**src/rtl/hazard_ctrl.sv**
```systemverilog
`default_nettype none
// ============================================================================
// Module   : hazard_ctrl
// Purpose  : Pipeline hazard and stall controller for the five-stage MIPS
//            core. Detects load-use hazards, issues the ID/EX bubble,
//            sequences the multi-cycle mult/div unit and holds HI/LO readers
//            until the result is written, flushes IF/ID on taken branches and
//            keeps a saturating stall-cycle counter.
// Ports    : clock, resetn          - clock, async active-low reset
//            ifid_rs/ifid_rt        - source registers of the ID instruction
//            idex_memread/idex_rt   - load in EX and its destination
//            id_muldiv/id_is_div    - mult/div in ID and divide qualifier
//            id_uses_hilo           - mfhi/mflo/mthi/mtlo in ID
//            branch_taken           - branch/jump resolved taken in EX
//            pc_write, ifid_write   - PC and IF/ID load enables
//            ifid_flush, idex_bubble- IF/ID kill and ID/EX nop insertion
//            muldiv_start/busy/done - mult/div unit sequencing
//            stall_count            - saturating count of pc_write=0 cycles
// Revision : 1.0 - initial release
// ============================================================================
module hazard_ctrl #(
    parameter int MULT_CYCLES = 4,
    parameter int DIV_CYCLES  = 32
) (
    input  logic        clock,
    input  logic        resetn,
    input  logic [4:0]  ifid_rs,
    input  logic [4:0]  ifid_rt,
    input  logic        idex_memread,
    input  logic [4:0]  idex_rt,
    input  logic        id_muldiv,
    input  logic        id_is_div,
    input  logic        id_uses_hilo,
    input  logic        branch_taken,
    output logic        pc_write,
    output logic        ifid_write,
    output logic        ifid_flush,
    output logic        idex_bubble,
    output logic        muldiv_start,
    output logic        muldiv_busy,
    output logic        muldiv_done,
    output logic [15:0] stall_count
);

    typedef enum logic [0:0] {
        IDLE = 1'b0,
        BUSY = 1'b1
    } state_t;

    // Counter is loaded with N-1 so that done coincides with the Nth busy cycle.
    localparam logic [5:0] c_MULT_LOAD = 6'(MULT_CYCLES - 1);
    localparam logic [5:0] c_DIV_LOAD  = 6'(DIV_CYCLES - 1);

    state_t      state_q, state_d;
    logic [5:0]  cnt_q, cnt_d;
    logic [15:0] stall_q, stall_d;

    logic        w_load_use;
    logic        w_hilo_stall;

    always_comb begin
        w_load_use   = idex_memread && (idex_rt != 5'd0) &&
                       ((idex_rt == ifid_rs) || (idex_rt == ifid_rt));
        w_hilo_stall = (state_q == BUSY) && (id_uses_hilo || id_muldiv);

        pc_write     = 1'b1;
        ifid_write   = 1'b1;
        ifid_flush   = 1'b0;
        idex_bubble  = 1'b0;
        muldiv_start = 1'b0;
        muldiv_busy  = 1'b0;
        muldiv_done  = 1'b0;
        state_d      = state_q;
        cnt_d        = cnt_q;

        // A taken branch kills the ID instruction, so its stalls are moot.
        if (branch_taken) begin
            ifid_flush  = 1'b1;
            idex_bubble = 1'b1;
        end else if (w_hilo_stall || w_load_use) begin
            pc_write    = 1'b0;
            ifid_write  = 1'b0;
            idex_bubble = 1'b1;
        end

        muldiv_start = (state_q == IDLE) && id_muldiv && !w_load_use && !branch_taken;

        case (state_q)
            IDLE: begin
                if (muldiv_start) begin
                    state_d = BUSY;
                    cnt_d   = id_is_div ? c_DIV_LOAD : c_MULT_LOAD;
                end
            end
            BUSY: begin
                // Branches never abort: the issuing mult/div is older.
                muldiv_busy = 1'b1;
                if (cnt_q != 6'd0) begin
                    cnt_d = cnt_q - 6'd1;
                end else begin
                    muldiv_done = 1'b1;
                    state_d     = IDLE;
                end
            end
            default: state_d = IDLE;
        endcase

        stall_d = stall_q;
        if (!pc_write && (stall_q != 16'hFFFF)) begin
            stall_d = stall_q + 16'd1;
        end

        // Reset forces a safe, stalled pipeline regardless of inputs.
        if (!resetn) begin
            pc_write     = 1'b0;
            ifid_write   = 1'b0;
            ifid_flush   = 1'b0;
            idex_bubble  = 1'b1;
            muldiv_start = 1'b0;
            muldiv_busy  = 1'b0;
            muldiv_done  = 1'b0;
        end
    end

    always_ff @(posedge clock or negedge resetn) begin
        if (!resetn) begin
            state_q <= IDLE;
            cnt_q   <= 6'd0;
            stall_q <= 16'd0;
        end else begin
            state_q <= state_d;
            cnt_q   <= cnt_d;
            stall_q <= stall_d;
        end
    end

    assign stall_count = stall_q;

endmodule
`default_nettype wire

```
**config.mk**
```make
export PLATFORM = sky130hd
export DESIGN_NAME = hazard_ctrl
export DESIGN_NICKNAME = d
export VERILOG_FILES = /design/src/rtl/hazard_ctrl.sv
export SDC_FILE = /design/constraint.sdc
export NUM_CORES = 1
export LEC_CHECK = 0
export CORE_ASPECT_RATIO = 0.7
export CORE_MARGIN = 5
export CORE_UTILIZATION = 40
export DETAILED_ROUTE_END_ITERATION = 7
export GPL_ROUTABILITY_DRIVEN = 1
export PLACE_DENSITY_LB_ADDON = 0.1
export SETUP_SLACK_MARGIN = 0.1
export SLEW_MARGIN = 20
export SYNTH_ARGS = -nofsm -noshare
export SYNTH_HDL_FRONTEND = slang
export SYNTH_SLANG_ARGS = --single-unit
```
**constraint.sdc**
```tcl
create_clock -name clock -period 3.6 [get_ports clock]
set_input_delay 0.36 -clock clock [delete_from_list [all_inputs] [get_ports clock]]
set_output_delay 0.36 -clock clock [all_outputs]
set_load 0.005 [all_outputs]
```
== Word-level counts from Yosys, hierarchy flattened ==
Cells that the tools add are included.
Word-level totals
  register bits after elaboration: 23
  output and inout port bits: 23
  input bits: 22
  logic and storage cells: 48
Cells by class
  reduce and logical (&&, ||, !) cells: 16
  equal/unequal tests: 5
  $add $sub $neg: 2
  bitwise logic cells: 1
  mux-type cells: 21
Operators with widths (count)
  adder 16 x 1 -> 16 bit, second input constant: 1
  two-way mux 1 bit: 16
  inequality test 16 bit, second input constant: 1
  two-way mux 6 bit: 2
  one-hot mux 6 bit (2 select lines): 1
  == test 5 bit: 2
  logical AND 1 bit: 7
  nonzero test 6 bit: 1
  subtractor 6 x 1 -> 6 bit, second input constant: 1
  two-way mux 5 bit: 1
  nonzero test 5 bit: 1
  inequality test 2 x 1 -> 1 bit, second input constant: 2
  zero test 1 bit: 3
  logical OR 1 bit: 3
  one-hot mux 1 bit (2 select lines): 1
  AND reduction 2 bit: 1
  NOT 1 bit: 1

== Longest topological paths before layout ==
Gate-level depths: netlist of run 1.
  depth after elaboration: 8
  depth in mapped cells: 8
  gate-level depth less buffers: 7

== Least setup slack after synthesis of run 1 ==
OpenSTA, ideal clock, no wires.
  kind: input -> output
  from: input port idex_rt[1]
  to: output port pc_write
  slack: 1580 ps
  path buffers: 1
  stages on the path: 6
  data arrival time: 1660 ps
  required time: 3240 ps
  cells stage by stage: or4_1 > o21a_2 > o21ai_0 > nor2_1 > nor2b_1 > buf_4
On the way
  cells in the longest elaborated chain, start to end: 7
  elaborated cells on any way between the ends: 10
  those cells by class: 2 x eq/ne; 3 x mux; 5 x reduce/logical
RTL lines
  start: declaration: line 30  | input logic [4:0] idex_rt,
  == test 5 bit / nonzero test 5 bit (equally long branches): line 63, 62
  logical OR 1 bit / logical AND 1 bit (equally long branches): line 63, 62
  logical AND 1 bit (*): line 62  | w_load_use = idex_memread && (idex_rt != 5'd0) &&
  logical OR 1 bit (*): line 80  | end else if (w_hilo_stall || w_load_use) begin
  two-way mux 1 bit (*) (3 in a row)
  end: declaration: line 35  | output logic pc_write,
Every way passes the cells marked *; elsewhere a longest branch is shown, timed or not.

== Final worst setup path of run 1 ==
  from: input port idex_rt[1]
  to: output port muldiv_start
On the way
  cells in the longest elaborated chain, start to end: 7
  elaborated cells on any way between the ends: 10
  those cells by class: 2 x eq/ne; 1 x mux; 7 x reduce/logical
RTL lines
  == test 5 bit / nonzero test 5 bit (equally long branches): line 63, 62
  logical OR 1 bit / logical AND 1 bit (equally long branches): line 63, 62
  logical AND 1 bit (*): line 62
  zero test 1 bit (*): line 86  | muldiv_start = (state_q == IDLE) && id_muldiv && !w_load_use && !branch_taken;
  logical AND 1 bit (*) (2 in a row): line 86
  two-way mux 1 bit (*): line 114  | if (!resetn) begin
  end: declaration: line 39  | output logic muldiv_start,
Marks and branches as above.

==> impl_metrics.ini, run 1 <==
[detailed_routing]
vias = 1201
wl_um = 3430
route.detailed.drc = 0
drtIter0Drc = 64
drt_pass1_iterations = 4
antenna_left = 0
wl_per_cell_um = 14.5
drt-vias-per-instance = 5.07

[final_layout]
postLayoutCoreUtil_pct = 56.4
drive_gt1_share_pct = 8.56
nNetsFinal = 213
antennaDiodeCount = 0
area_growth_syn_to_layout_pct = 38.3

[global_route]
grt.met2_usage_pct = 24.2
antenna_found_initial = 0
globalRouteMet1Util_pct = 22.2
track_usage_pct = 15.7
grt_pass1_wl_um = 5920
grt_pass1_vias = 1225
busiest_layer = met2
grt_max_degree = 15
grt.overflow.total = 0
use_met3_pct = 4.71

[critical_path]
crit_path_cell_trace = clkdlybuf4s50_1 > or4_1 > o21a_2 > a21bo_1 > nor3b_1 > clkdlybuf4s50_1
crit_path_end_kind = output port
cpPeakStageDelay_ns = 0.55
path_buf_inv = 2
crit_fanout = 8
crit_path_start_kind = primary input
arrival_ns = 2.69
crit_required_ns = 3.24
slowest_stage = or4_1
critical_path_class = primary input to output port
cp_common_cell = clkdlybuf4s50_1
cp_top_family = buffers and inverters

[placed_design]
hpwl_um = 2710
dp_slack_ns = 0.575
place_congestion = 0.819
io_buffers = 44

[timing]
whs_ns = 0.455
relSlewSlack_pct = 61.9
fmax_ghz = 0.328
tns_ns = 0
hold_viol = 0
rsz0062_at_grt = false
maxSlewViolCount = 0
tightest_slew_ns = 0.570
setup-violations-final = 0
min_period_over_period_pct = 84.7
skew_ns = 0.00402
fin_ws_ns = 0.552
period_minus_slack_ns = 3.05

[clock_tree]
cts_root_buf = clkbuf_8
cts_resized = 0
cts_setup_buffers = 0
cts_buffers = 3
cts_tree = done
clock_path_buffers = 2
cts_hold_buf = 0
h-tree-depth = 1
cts_sinks = 23
clk_latency_ns = 0.26
cts.clk_slew.worst_paths_ns = 0.08

[synth]
synth_top_area_share_pct = 40.9
seq_area_frac_synth_pct = 40.9
syn_inst = 141
synthTopCellsByArea = dfrtp_1 (41%), xnor2_1 (9.3%), xor2_1 (7.5%)
netlist_area_um2 = 1410
ys_async_sr_fraction_pct = 100
synth_area_leader_cell = dfrtp_1
synth_flop_cell = dfrtp_1
synthMostInstantiatedCell = dfrtp_1
synthTopCellsByCount = dfrtp_1 (23), nand2_1 (19), xnor2_1 (15)
synth_cell_types = 38
ys_ff_latch = 23
syn_avg_cell_area_um2 = 9.97
synth_edf_count = 0
syn-num-nets = 166
ys_warn_count = 0

[die]
dieArea_um2 = 4820
fp.dieH_um = 59.6
start_util_pct = 40.8
core_area_um2 = 3450
die_width_um = 80.9
ios = 45
rows = 18

[power]
pwr-share-clk_pct = 16.2
swShare_pct = 36.7
finalPower_mw = 0.986
intPower_mw = 0.625
power.density_nw_per_um2 = 507
ir_drop_uv = 285
p_sw_mw = 0.362
pwr-share-seq_pct = 44.0
combinationalPowerShare_pct = 39.9
leakage_nw = 0.818

[job]
max-cap-violations = 0

[run_status]
status = finished clean

[hold_path]
holdCritPathClass = primary input to asynchronous set/reset pin
==> worst register-to-register path: stages, from the launching register on <==
cell and delay (ns):
dfrtp_1 0.42, ha_1 0.24, and4_1 0.16, nand4_1 0.18, o221ai_4 0.13, nor2_2 0.46, mux2_2 0.40
==> metal layers <==
layer	vias up	wire length (µm)
met5	-	0
met4	0	18
met3	2	266
met2	34	1460
met1	577	1690
li1	588	-
==> through the flow <==
step                instance area (µm²)  cells
finish                             1940    237
global route                       1940    237
CTS                                1940    237
detailed placement                 1900    233
global placement                   1900    233
floorplan                          1410    141
==> worst paths after layout <==
path	from	end	slack, ns	cells after the start
hold reg to reg	stall_count[6]	stall_count[6]	0.50	1
hold / removal	resetn	stall_count[9]	0.46	1
min in group clock	stall_count[6]	stall_count[6]	0.50	1
setup / recovery	idex_rt[1]	muldiv_start	0.55	6
max in group asynchronous	resetn	stall_count[2]	2.60	2
setup reg to reg	stall_count[0]	stall_count[1]	1.51	6
==> power groups by stage <==
stage	logic [mW]	registers (mW)	clock network, mW
2_1_floorplan	0.261	0.406	0
3_3_place_gp	0.387	0.433	0
3_5_place_dp	0.399	0.435	0
4_1_cts	0.399	0.432	0.168
5_1_grt	0.450	0.450	0.180
6_report	0.393	0.434	0.160
==> state kept, by name, indices dropped and copies added (netlist names) <==
name	count
stall_count	16
cnt_q	6
state_q	1
==> logic make-up after synthesis <==
| kind of cell | after synthesis | synth area share [%] |
|---|---|---|
| AO/OA/AOI/OAI | 19 | 11.1 |
| XOR/XNOR | 27 | 16.8 |
| adder cells (fa/ha/maj) | 3 | 2.67 |
| buffers and inverters | 8 | 2.94 |
| flip-flops | 23 | 40.9 |
| multiplexers | 3 | 2.31 |
| AND/OR/NAND/NOR | 58 | 23.2 |
==> final cells by class <==
type | instances | area (µm²)
clock buffer | 3 | 41.3
sequential | 23 | 576
fill | 317 | 1500
tap | 50 | 62.6
inverter | 4 | 15.0
timing repair buffer | 46 | 455
clock inverter | 1 | 5.00
multi-input combinational | 110 | 790
==> cells in the final DEF (no fill, tap or decap), types with 2 or more instances in the layout <==
master / instances
a21oi_1: 2
clkbuf_8: 3
nand3_1: 3
o21ai_0: 3
a22oi_1: 5
nor3_1: 5
a41oi_1: 2
inv_1: 4
xnor2_1: 15
nand2_1: 19
and2_1: 3
nand4_1: 2
mux2_2: 2
dfrtp_1: 23
and4_1: 2
buf_4: 2
clkdlybuf4s50_1: 44
nand4_2: 4
nor2_1: 8
and3_1: 3
ha_1: 3
nor2b_1: 2
xor2_1: 12
nor3b_1: 2
No activity file was read; power rests on OpenSTA's default activity.
==> run 2: changes to the inputs <==
- clock period: 3.6 -> 2.9 ns (I/O delays scaled with it)
==> impl_metrics.ini, run 2 (synthesis gave the netlist of run 1 again) <==
[run_status]
status = finished clean

[critical_path]
crit_required_ns = 2.61
cp_common_cell = clkdlybuf4s50_1
cp_top_family = buffers and inverters
critical_path_class = primary input to output port
crit_path_start = idex_rt[3]
path_depth = 7
cp-endpoint = ifid_write
reg2reg_depth = 6
slowest_stage = clkdlybuf4s50_1
crit_path_end_kind = output port
crit_path_start_kind = primary input
crit_fanout = 5
path_buf_inv = 2
cpPeakStageDelay_ns = 0.52
r2r-end = stall_count[1]
arrival_ns = 2.39
crit_path_cell_trace = clkdlybuf4s50_1 > or4_1 > o21a_2 > o21ai_1 > nor2_1 > nor2b_2 > clkdlybuf4s50_1
rrSetupSlack_ns = 0.78
r2r_start = stall_count[0]

[final_layout]
nNetsFinal = 218
final_cell_mix = clkdlybuf4s50_1 (42), dfrtp_1 (23), nand2_1 (19)
antennaDiodeCount = 0
area_growth_syn_to_layout_pct = 41.5
final_common_cell = clkdlybuf4s50_1
multi_input_area_um2 = 797
drive_gt1_share_pct = 11.5
nFillCells = 306
largest_reg_flops = 16
register_area_um2 = 576

[timing]
setup-violations-final = 0
relSlewSlack_pct = 60.6
rsz0062_at_grt = true
min_period_over_period_pct = 92.5
maxSlewViolCount = 0
fin_ws_ns = 0.217
skew_ns = 0.00452
fmax_ghz = 0.373
tightest_slew_ns = 0.591
tns_ns = 0
hold_viol = 0
period_minus_slack_ns = 2.68

[clock_tree]
cts.clk_slew.worst_paths_ns = 0.08
h-tree-depth = 1
cts_buffers = 3
clock_path_buffers = 2
cts_setup_buffers = 0
cts_sinks = 23
cts_root_buf = clkbuf_8
clk_latency_ns = 0.26
cts_tree = done

[detailed_routing]
vias = 1210
route.detailed.drc = 0
drt_pass1_iterations = 4
wl_per_cell_um = 14.3
antenna_left = 0
wl_um = 3460
drt-vias-per-instance = 5.00
drtIter0Drc = 46

[global_route]
antenna_found_initial = 0
grt_max_degree = 14
track_usage_pct = 15.6
grt.overflow.total = 0
grt_pass1_wl_um = 5750
grt_pass1_vias = 1216

[die]
ios = 45
die_width_um = 80.9
dieArea_um2 = 4820
fp.dieH_um = 59.6
core_area_um2 = 3450
rows = 18
start_util_pct = 40.8

[power]
power.density_nw_per_um2 = 627
leakage_nw = 0.862
finalPower_mw = 1.25
ir_drop_uv = 436

[placed_design]
hpwl_um = 2760
io_buffers = 44
place_congestion = 0.884
dp_slack_ns = 0.0882

[hold_path]
holdCritPathClass = primary input to asynchronous set/reset pin

[job]
max-cap-violations = 0
-- run 2: layout make-up --
| cell class | instances | share of cell area [%] |
|---|---|---|
| Multi-Input combinational cell | 110 | 40.1 |
| Inverter | 4 | 0.755 |
| Sequential cell | 23 | 28.9 |
| Clock buffer | 4 | 2.26 |
| Timing Repair Buffer | 51 | 24.8 |
| Tap cell | 50 | 3.14 |
-- run 2: repair_timing --
item / CTS / global route
resized for setup: 2 / 3
cloned: 0 / 0
hold buffers: 0 / 0
hold endpoints to repair: 0 / 0
endpoints found under the setup margin: 2 / 2
-- run 2: worst min path at each step --
stage	startpoint	endpoint	slack (ns)
2_1_floorplan	resetn	cnt_q[0]	-0.006
3_3_place_gp	stall_count[6]	stall_count[6]	0.49
3_5_place_dp	stall_count[6]	stall_count[6]	0.49
4_1_cts	resetn	cnt_q[3]	0.36
5_1_grt	resetn	cnt_q[3]	0.37
6_report	resetn	state_q	0.35
-- run 2: through the flow --
step / instance area [µm²] / hold slack [ns] / utilization (%) / instances
2_1_floorplan: 1410 / -0.00559 / - / 141
3_3_place_gp: 1940 / 0.486 / 56.2 / 238
3_5_place_dp: 1940 / 0.489 / 56.2 / 238
4_1_cts: 1980 / 0.361 / 57.6 / 242
5_1_grt: 1990 / 0.371 / 57.7 / 242
6_report: 1990 / 0.349 / 57.7 / 242
-- run 2: metal layers --
| layer | routed length (µm) | vias to the layer above | global-route usage [%] |
|---|---|---|---|
| li1 | - | 604 | - |
| met3 | 281 | 4 | 4.41 |
| met1 | 1730 | 559 | 22.6 |
| met2 | 1420 | 43 | 22.7 |
| met4 | 29 | 0 | 4.34 |
| met5 | 0 | - | 0 |
-- run 2: report_power, final --
part | total, mW | leakage [nW] | internal, mW | switching, mW
registers | 0.514 | 0.293 | 0.409 | 0.105
clock network | 0.200 | 0.0228 | 0.0981 | 0.102
logic | 0.533 | 0.546 | 0.289 | 0.244
total | 1.25 | 0.862 | 0.796 | 0.450
==> run 3: changes to the inputs <==
- CELL_PAD_IN_SITES_DETAIL_PLACEMENT: default -> 1
- CELL_PAD_IN_SITES_GLOBAL_PLACEMENT: default -> 1
- CORE_UTILIZATION: 40 -> 34
==> impl_metrics.ini, run 3 (synthesis gave the netlist of run 1 again) <==
[run_status]
status = finished clean

[timing]
relSlewSlack_pct = 70.2
skew_ns = 0.00279
rsz0062_at_grt = false
maxSlewViolCount = 0
hold_viol = 0
min_period_over_period_pct = 87.3
period_minus_slack_ns = 2.53
tightest_slew_ns = 0.443
fmax_ghz = 0.395
setup-violations-final = 0
tns_ns = 0

[die]
start_util_pct = 35.6
fp.dieH_um = 63.8
dieArea_um2 = 5540
rows = 19
core_area_um2 = 3950
die_width_um = 86.9
ios = 45

[clock_tree]
cts.clk_slew.worst_paths_ns = 0.08
clk_latency_ns = 0.27
cts_hold_buf = 0
cts_root_buf = clkbuf_8
cts_sinks = 23
cts_tree = done
h-tree-depth = 1
cts_buffers = 3
clock_path_buffers = 2

[global_route]
grt_max_degree = 15
grt_pass1_wl_um = 6470
antenna_found_initial = 0
grt_pass1_vias = 1339
grt.overflow.total = 0
track_usage_pct = 14.4

[critical_path]
slowest_stage = or4_1
rrSetupSlack_ns = 0.85
cpPeakStageDelay_ns = 0.53
r2r-end = stall_count[6]
crit_path_start_kind = primary input
crit_path_end_kind = output port
path_buf_inv = 2
cp_common_cell = clkdlybuf4s50_1
crit_required_ns = 2.61
critical_path_class = primary input to output port
arrival_ns = 2.24
crit_path_cell_trace = clkdlybuf4s50_1 > or4_1 > o21a_2 > a21oi_1 > nand3_1 > clkdlybuf4s50_1
reg2reg_depth = 6
cp_top_family = buffers and inverters
r2r_start = state_q
crit_fanout = 5

[detailed_routing]
vias = 1233
wl_um = 3730
wl_per_cell_um = 15.4
route.detailed.drc = 0
antenna_left = 0
drt_pass1_iterations = 5
drt-vias-per-instance = 5.10
drtIter0Drc = 19

[final_layout]
antennaDiodeCount = 0
area_growth_syn_to_layout_pct = 39.9
nNetsFinal = 216
final_cell_mix = clkdlybuf4s50_1 (40), dfrtp_1 (23), nand2_1 (19)
drive_gt1_share_pct = 10.0
post-route-cell-area_um2 = 1970
final_common_cell = clkdlybuf4s50_1
largest_reg_flops = 16

[power]
power.density_nw_per_um2 = 634
pwr-share-clk_pct = 16.3
pwr-share-seq_pct = 42.9
p_sw_mw = 0.462
combinationalPowerShare_pct = 40.9
ir_drop_uv = 388
intPower_mw = 0.785
leakage_nw = 0.857
swShare_pct = 37.1

[placed_design]
io_buffers = 44
placed_area_um2 = 1920
hpwl_um = 3030
place_congestion = 0.863

[job]
max-cap-violations = 0

[hold_path]
holdCritPathClass = primary input to asynchronous set/reset pin
run 3: cell types whose count changed in the layout (fill, tap and decap cells not counted), sizes merged:
cell	delta
buf	-2
clkbuf	-1
clkdlybuf4s50	-2
clkinv	+1
dlygate4sd2	+2
run 3: worst max path at each step:
stage | startpoint | cells past startpoint | slack, ns | endpoint
2_1_floorplan | idex_rt[1] | 6 | 1.02 | pc_write
3_5_place_dp | idex_rt[1] | 7 | 0.07 | ifid_write
3_3_place_gp | idex_rt[1] | 7 | 0.11 | ifid_write
6_report | idex_rt[2] | 6 | 0.37 | idex_bubble
4_1_cts | idex_rt[2] | 6 | 0.13 | muldiv_start
5_1_grt | idex_rt[2] | 7 | 0.18 | ifid_write
run 3: area by class of cell:
cell class / instances / area [µm²]
fillers: 464 / 1980
multi-input cells: 110 / 790
flip-flops and latches: 23 / 576
repair buffers: 49 / 477
clock inverters: 1 / 5.00
well taps: 52 / 65.1
inverters: 4 / 15.0
clock buffers: 3 / 41.3
run 3: timing repair:
action                     in CTS  in global routing
buffers inserted                0                  0
setup endpoints to repair       2                  1
hold endpoints to repair        0                  0
resized for setup               3                  1
run 3: power by group through the flow:
stage | Combinational, mW | Sequential (mW) | Clock [mW]
2_1_floorplan | 0.324 | 0.504 | 0
3_3_place_gp | 0.495 | 0.534 | 0
3_5_place_dp | 0.520 | 0.542 | 0
4_1_cts | 0.520 | 0.536 | 0.215
5_1_grt | 0.580 | 0.555 | 0.224
6_report | 0.510 | 0.535 | 0.203
run 3: metal layers:
layer / global-route usage, % / wire, µm
met1: 18.6 / 1710
met3: 4.62 / 314
met4: 3.50 / 48
met5: 0 / 0
met2: 23.4 / 1650
run 3: through the flow:
step	worst slack, ns	util [%]	hold WS, ns	power [mW]	cells
2_1_floorplan	1.02	-	-0.00559	0.828	141
3_3_place_gp	0.108	48.7	0.487	1.03	238
3_5_place_dp	0.0719	48.7	0.509	1.06	238
4_1_cts	0.135	49.8	0.270	1.27	242
5_1_grt	0.185	49.9	0.290	1.36	242
6_report	0.368	49.9	0.268	1.25	242
run 3: worst register-to-register path: stages (launching register included):
cell	delay (ns)
dfrtp_1	0.63
o21a_1	0.29
a221oi_1	0.10
buf_4	0.18
nor3_1	0.40
nand4_1	0.19
xnor2_1	0.16
